**src/rtl/pipe_hazard_ctrl_pkg.sv**
```systemverilog
// Shared definitions for the pipeline hazard sequencer: ctrl_state encoding,
// reset PC and register-index width.
package pipe_hazard_ctrl_pkg;

    localparam int unsigned REG_IDX_W = 5;
    localparam logic [63:0] RESET_PC  = 64'h8000_0000;

    typedef enum logic [1:0] {
        CTRL_BOOT     = 2'd0,
        CTRL_RUN      = 2'd1,
        CTRL_MEM_WAIT = 2'd2,
        CTRL_MDU_WAIT = 2'd3
    } ctrl_state_e;

endpackage

```
**src/rtl/pipe_hazard_detect.sv**
```systemverilog
// Combinational load-use comparator: flags an ID source that a load in EX is
// about to write. x0 never counts.
module pipe_hazard_detect
    import pipe_hazard_ctrl_pkg::*;
(
    input  logic [REG_IDX_W-1:0] id_rs1_i,
    input  logic [REG_IDX_W-1:0] id_rs2_i,
    input  logic                 id_rs1_used_i,
    input  logic                 id_rs2_used_i,
    input  logic                 ex_valid_i,
    input  logic [REG_IDX_W-1:0] ex_rd_i,
    input  logic                 ex_is_load_i,
    output logic                 lu_hazard_o
);

    logic rs1_match;
    logic rs2_match;

    assign rs1_match   = id_rs1_used_i && (id_rs1_i == ex_rd_i);
    assign rs2_match   = id_rs2_used_i && (id_rs2_i == ex_rd_i);
    assign lu_hazard_o = ex_valid_i && ex_is_load_i && (ex_rd_i != '0) &&
                         (rs1_match || rs2_match);

endmodule

```
**src/rtl/pipe_hazard_ctrl.sv**
```systemverilog
// Five-stage pipeline sequencer: drives stage-register enables and bubble
// inserts. Optional stall counters behind macro PIPE_CTRL_PERF_EN.
module pipe_hazard_ctrl
    import pipe_hazard_ctrl_pkg::*;
#(
    parameter int unsigned BOOT_CYCLES = 2,
    parameter int unsigned PERF_W      = 32
) (
    input  logic                 clk_i,
    input  logic                 rst_i,
    input  logic                 if_ready_i,
    input  logic [REG_IDX_W-1:0] id_rs1_i,
    input  logic [REG_IDX_W-1:0] id_rs2_i,
    input  logic                 id_rs1_used_i,
    input  logic                 id_rs2_used_i,
    input  logic                 ex_valid_i,
    input  logic [REG_IDX_W-1:0] ex_rd_i,
    input  logic                 ex_is_load_i,
    input  logic                 ex_redirect_i,
    input  logic                 ex_mdu_busy_i,
    input  logic                 mem_req_i,
    input  logic                 mem_ready_i,
    output logic                 if_en_o,
    output logic                 id_en_o,
    output logic                 ex_en_o,
    output logic                 mem_en_o,
    output logic                 wb_en_o,
    output logic                 id_flush_o,
    output logic                 ex_flush_o,
    output logic                 mem_flush_o,
    output logic                 wb_flush_o,
    output logic [1:0]           ctrl_state_o
`ifdef PIPE_CTRL_PERF_EN
    ,
    output logic [PERF_W-1:0]    perf_mem_stall_o,
    output logic [PERF_W-1:0]    perf_mdu_stall_o,
    output logic [PERF_W-1:0]    perf_lu_stall_o,
    output logic [PERF_W-1:0]    perf_flush_o
`endif
);

    localparam int unsigned CntW = (BOOT_CYCLES > 1) ? $clog2(BOOT_CYCLES) : 1;
    localparam logic [CntW-1:0] LastBoot = CntW'(BOOT_CYCLES - 1);

    ctrl_state_e     state_q, state_d;
    logic [CntW-1:0] boot_cnt_q, boot_cnt_d;
    logic            lu_hazard;
    logic            fire_mem, fire_mdu, fire_redir, fire_lu;

    pipe_hazard_detect u_detect (
        .id_rs1_i      (id_rs1_i),
        .id_rs2_i      (id_rs2_i),
        .id_rs1_used_i (id_rs1_used_i),
        .id_rs2_used_i (id_rs2_used_i),
        .ex_valid_i    (ex_valid_i),
        .ex_rd_i       (ex_rd_i),
        .ex_is_load_i  (ex_is_load_i),
        .lu_hazard_o   (lu_hazard)
    );

    always_comb begin
        if_en_o     = 1'b0;
        id_en_o     = 1'b0;
        ex_en_o     = 1'b0;
        mem_en_o    = 1'b0;
        wb_en_o     = 1'b0;
        id_flush_o  = 1'b1;
        ex_flush_o  = 1'b1;
        mem_flush_o = 1'b1;
        wb_flush_o  = 1'b1;
        fire_mem    = 1'b0;
        fire_mdu    = 1'b0;
        fire_redir  = 1'b0;
        fire_lu     = 1'b0;
        state_d     = state_q;
        boot_cnt_d  = boot_cnt_q;

        if (state_q == CTRL_BOOT) begin
            boot_cnt_d = boot_cnt_q + CntW'(1);
            if (boot_cnt_q == LastBoot) begin
                state_d = CTRL_RUN;
            end
        end else begin
            if_en_o     = 1'b1;
            id_en_o     = 1'b1;
            ex_en_o     = 1'b1;
            mem_en_o    = 1'b1;
            wb_en_o     = 1'b1;
            id_flush_o  = 1'b0;
            ex_flush_o  = 1'b0;
            mem_flush_o = 1'b0;
            wb_flush_o  = 1'b0;
            state_d     = CTRL_RUN;

            // Stalls hold EX, so a coincident redirect simply re-presents later.
            if (mem_req_i && !mem_ready_i) begin
                fire_mem   = 1'b1;
                if_en_o    = 1'b0;
                id_en_o    = 1'b0;
                ex_en_o    = 1'b0;
                mem_en_o   = 1'b0;
                wb_flush_o = 1'b1;
                state_d    = CTRL_MEM_WAIT;
            end else if (ex_mdu_busy_i) begin
                fire_mdu    = 1'b1;
                if_en_o     = 1'b0;
                id_en_o     = 1'b0;
                ex_en_o     = 1'b0;
                mem_flush_o = 1'b1;
                state_d     = CTRL_MDU_WAIT;
            end else if (ex_redirect_i) begin
                fire_redir = 1'b1;
                id_flush_o = 1'b1;
                ex_flush_o = 1'b1;
            end else if (lu_hazard) begin
                fire_lu    = 1'b1;
                if_en_o    = 1'b0;
                id_en_o    = 1'b0;
                ex_flush_o = 1'b1;
            end else if (!if_ready_i) begin
                if_en_o    = 1'b0;
                id_flush_o = 1'b1;
            end
        end
    end

    always_ff @(posedge clk_i or posedge rst_i) begin
        if (rst_i) begin
            state_q    <= CTRL_BOOT;
            boot_cnt_q <= '0;
        end else begin
            state_q    <= state_d;
            boot_cnt_q <= boot_cnt_d;
        end
    end

    assign ctrl_state_o = state_q;

`ifdef PIPE_CTRL_PERF_EN
    logic [PERF_W-1:0] mem_cnt_q, mdu_cnt_q, lu_cnt_q, flush_cnt_q;

    always_ff @(posedge clk_i or posedge rst_i) begin
        if (rst_i) begin
            mem_cnt_q   <= '0;
            mdu_cnt_q   <= '0;
            lu_cnt_q    <= '0;
            flush_cnt_q <= '0;
        end else begin
            if (fire_mem && (mem_cnt_q != '1))     mem_cnt_q   <= mem_cnt_q + 1'b1;
            if (fire_mdu && (mdu_cnt_q != '1))     mdu_cnt_q   <= mdu_cnt_q + 1'b1;
            if (fire_lu && (lu_cnt_q != '1))       lu_cnt_q    <= lu_cnt_q + 1'b1;
            if (fire_redir && (flush_cnt_q != '1)) flush_cnt_q <= flush_cnt_q + 1'b1;
        end
    end

    assign perf_mem_stall_o = mem_cnt_q;
    assign perf_mdu_stall_o = mdu_cnt_q;
    assign perf_lu_stall_o  = lu_cnt_q;
    assign perf_flush_o     = flush_cnt_q;
`endif

endmodule
```
**config.mk**
```make
export PLATFORM = sky130hd
export DESIGN_NAME = pipe_hazard_ctrl
export DESIGN_NICKNAME = d
export VERILOG_FILES = /design/src/rtl/pipe_hazard_ctrl_pkg.sv /design/src/rtl/pipe_hazard_detect.sv /design/src/rtl/pipe_hazard_ctrl.sv
export SDC_FILE = /design/constraint.sdc
export NUM_CORES = 1
export LEC_CHECK = 0
export CORE_AREA = 8 8 45 47
export DETAILED_ROUTE_END_ITERATION = 6
export DIE_AREA = 0 0 53 55
export PLACE_DENSITY_LB_ADDON = 0.15
export SKIP_CTS_REPAIR_TIMING = 1
export SLEW_MARGIN = 20
export SYNTH_ARGS = -nofsm -noshare
export SYNTH_HDL_FRONTEND = slang
export SYNTH_SLANG_ARGS = --single-unit
export TNS_END_PERCENT = 100
```
**constraint.sdc**
```tcl
create_clock -name clk_i -period 3.56 [get_ports clk_i]
set_input_delay 0.712 -clock clk_i [delete_from_list [all_inputs] [get_ports clk_i]]
set_output_delay 0.712 -clock clk_i [all_outputs]
set_load 0.01 [all_outputs]
```
==> impl_results.md <==
- Status: finished, final reports clean
- Final setup margin: 0.09515 ns
- Fin. Hold Viols: 0
- Reg clk slew, reported paths: 0.04 ns
- Die width: 53 um
- GRT Total Usage: 10.28%
- Mux share of post-synthesis cell area: 0%
- Largest family of logic cells by synthesized area: XOR/XNOR gates
- Crit path DAT: 2.75 ns
- Simple-Gate Fraction of Synth Area: 25.09%
- # setup viols final: 0
- Vias in the first global route: 499
- Core area: 1384 um2
- Dpl hpwl: 1163 um
- Remaining global-route overflow: 0
- Post-Synth XOR/XNOR Area: 28.00%
- Drt first pass iters: 2
- Antenna-violating nets left: 0
- Critical-path cell list: clkdlybuf4s50_1 > or4_1 > o211ai_2 > nor3_2 > a221oi_2 > clkdlybuf4s50_1
- CP Capture Type: output pin
- PortBufs: 36
- Fillcell total: 139
- Via count: 464
- Synth cell types: 19
- Initial antenna violation count: 0
- Max-cap viol count: 0
- Fmax: 288.6 MHz
- Worst r2r src: ctrl_state_o[0]$_DFFE_PP0P_
- Post-Layout Inst Area: 780.7 um2
- Largest delay share family, worst path: buffers and inverters
- Final hold slack: 0.4612 ns
- Most frequent CP cell: clkdlybuf4s50_1
- Worst Hold Class: flop to flop
- N_diodes: 0
- Slew margin rel.: 73.66%
- Cts bufs inserted: 3
- Root Buffer: clkbuf_4
- Seq/Total Area, Yosys: 21.82%
- I/O pins: 37
- Layout cells sized above 1: 13.64%
- Standby leakage power: 0.3052 nW
- Layout area overhead: 126.9%
- Synth Warn #: 0
- Compound-Gate Fraction of Synth Area: 20.73%
- Num rows: 14
- Min-Delay Startpoint: boot_cnt_q$_DFFE_PP0P_
- Cell count after synthesis: 44
- Post-route setup TNS: 0 ns
- CTS tree: built
- Final wirelength: 1345 um
- First-pass GRT wire length: 2249 um
- Pwr Density: 296.2 nW/um2
- Slowest CP cell: clkdlybuf4s50_1
- Residual DRC count: 0
- Pre-CTS WS: 0.08794 ns
- Worst-skew pair later-pin latency: 0.23 ns
- Crit-path max cell delay: 0.57 ns
- Gpl congestion: 0.7632
- CP Max Fanout: 3
- GRT busiest layer: met2
- Actual slew at the worst max-slew pin: 0.3951 ns
- First element of the critical path: ex_rd_i[1]
- Crit path required time: 2.85 ns
- Total nets after synthesis: 70
- Initial Util: 24.86%
- Met1 Use GR: 10.65%
- Final Max Slew Viols: 0
- Drt via density: 4.462
- Largest net degree at the start of global routing: 10
- Avg Cell Area, Syn: 7.820 um2
- Sink Count: 3
- Routed WL per cell: 12.93 um
- Die area: 2915 um2
- Worst-case clock buffer depth: 2
- Min Tclk post-route: 3.465 ns
- Synth Register Bits: 3
- Critical Path Start Type: input pin
- Adder-cell share of the synthesized area: 0%
- Grt met2 use: 16.21%
- Met3 usage: 6.150%
- Placed cell areas: 754.5 um2
- Buf/Inv on CP: 2
- DRT iter0 DRCs: 3
- Core Util, Final: 56.42%
- H-tree levels: 1
- Cell area after synthesis: 344.1 um2
- Die H: 55 um
- Skew final: 0.0004142 ns
- Critical path type: input pin to output pin
- RSZ-0062 raised after global routing: false
- Period utilization: 97.33%
- Peak supply drop: 0.0001467 V
- NumNets Final: 115
==> stage by stage <==
stage / std cells / power, mW
after floorplan: 44 / 0.09795
after global placement: 100 / 0.1737
after detailed placement: 100 / 0.1746
after CTS: 104 / 0.2346
after global routing: 104 / 0.2483
final: 104 / 0.2312
==> worst register-to-register path, stage by stage, from the launching register on <==
cell	delay [ns]
dfrtp_1	0.37
nor2_2	0.34
nor2_1	0.11
inv_1	0.08
nand2_1	0.05
==> placed cells by master, fill, tap and decap left out, drive strengths merged <==
cell           instances
clkdlybuf4s50         36
xnor2                 10
nor2                   6
inv                    4
nand2                  4
buf                    4
clkbuf                 4
dfrtp                  3
nor3                   3
o21ai                  2
nand4                  2
a21oi                  2
xor2                   1
nor2b                  1
o22ai                  1
or4                    1
o211ai                 1
a21bo                  1
a221oi                 1
a21boi                 1
==> report_power, final <==
group	total (mW)	switching, mW	internal (mW)
clock	0.0584	0.0165	0.0419
combinational	0.123	0.0465	0.0761
sequential	0.0503	0.00614	0.0441
==> Yosys cell counts <==
cell	count	share of area [%]
xnor2_1	10	25
nor2_1	5	5.5
inv_1	4	4.4
nand2_1	4	4.4
dfrtp_1	3	22
a21oi_1	2	2.9
nand4_1	2	3.6
nor3_1	2	2.9
o21ai_0	2	2.9
a21bo_2	1	2.9
a21boi_0	1	2.2
a221oi_2	1	4.4
nor2_2	1	1.8
nor2b_1	1	1.8
nor3_2	1	2.9
o211ai_2	1	3.6
o22ai_1	1	1.8
or4_1	1	2.2
xor2_1	1	2.5
==> kinds of logic after synthesis <==
family	after synthesis
compound gates	9
simple gates	17
buf+inv	4
xor+xnor	11
flops	3
==> sequential cells by signal, indices dropped and copies added, names as in the netlist <==
signal and count:
ctrl_state_o 2, boot_cnt_q 1
==> final cells by class <==
class / count / area (um2) / share of cell area [%]
sequential: 3 / 75.07 / 9.615
clock buffer: 4 / 26.28 / 3.365
multi-input combinational: 37 / 254.0 / 32.53
inverter: 4 / 15.01 / 1.923
timing repair buffer: 40 / 390.4 / 50.00
tap: 16 / 20.02 / 2.564
==> metal layers <==
layer | up-vias | part of all wire, %
met5 | - | 0
met4 | 0 | 0.89
met3 | 2 | 14
met2 | 25 | 44
met1 | 198 | 41
li1 | 239 | -
==> path summary, 6_finish.rpt <==
path | endpoint | slack (ns) | cells after the start
max in group asynchronous | ctrl_state_o[0]$_DFFE_PP0P_ | 2.78 | 2
setup reg to reg | ctrl_state_o[0]$_DFFE_PP0P_ | 2.50 | 4
min in group asynchronous | boot_cnt_q$_DFFE_PP0P_ | 0.65 | 2
setup / recovery | id_flush_o | 0.1 | 6
hold reg to reg | boot_cnt_q$_DFFE_PP0P_ | 0.46 | 1
hold / removal | boot_cnt_q$_DFFE_PP0P_ | 0.46 | 1
(Power assumes the default switching activity.)
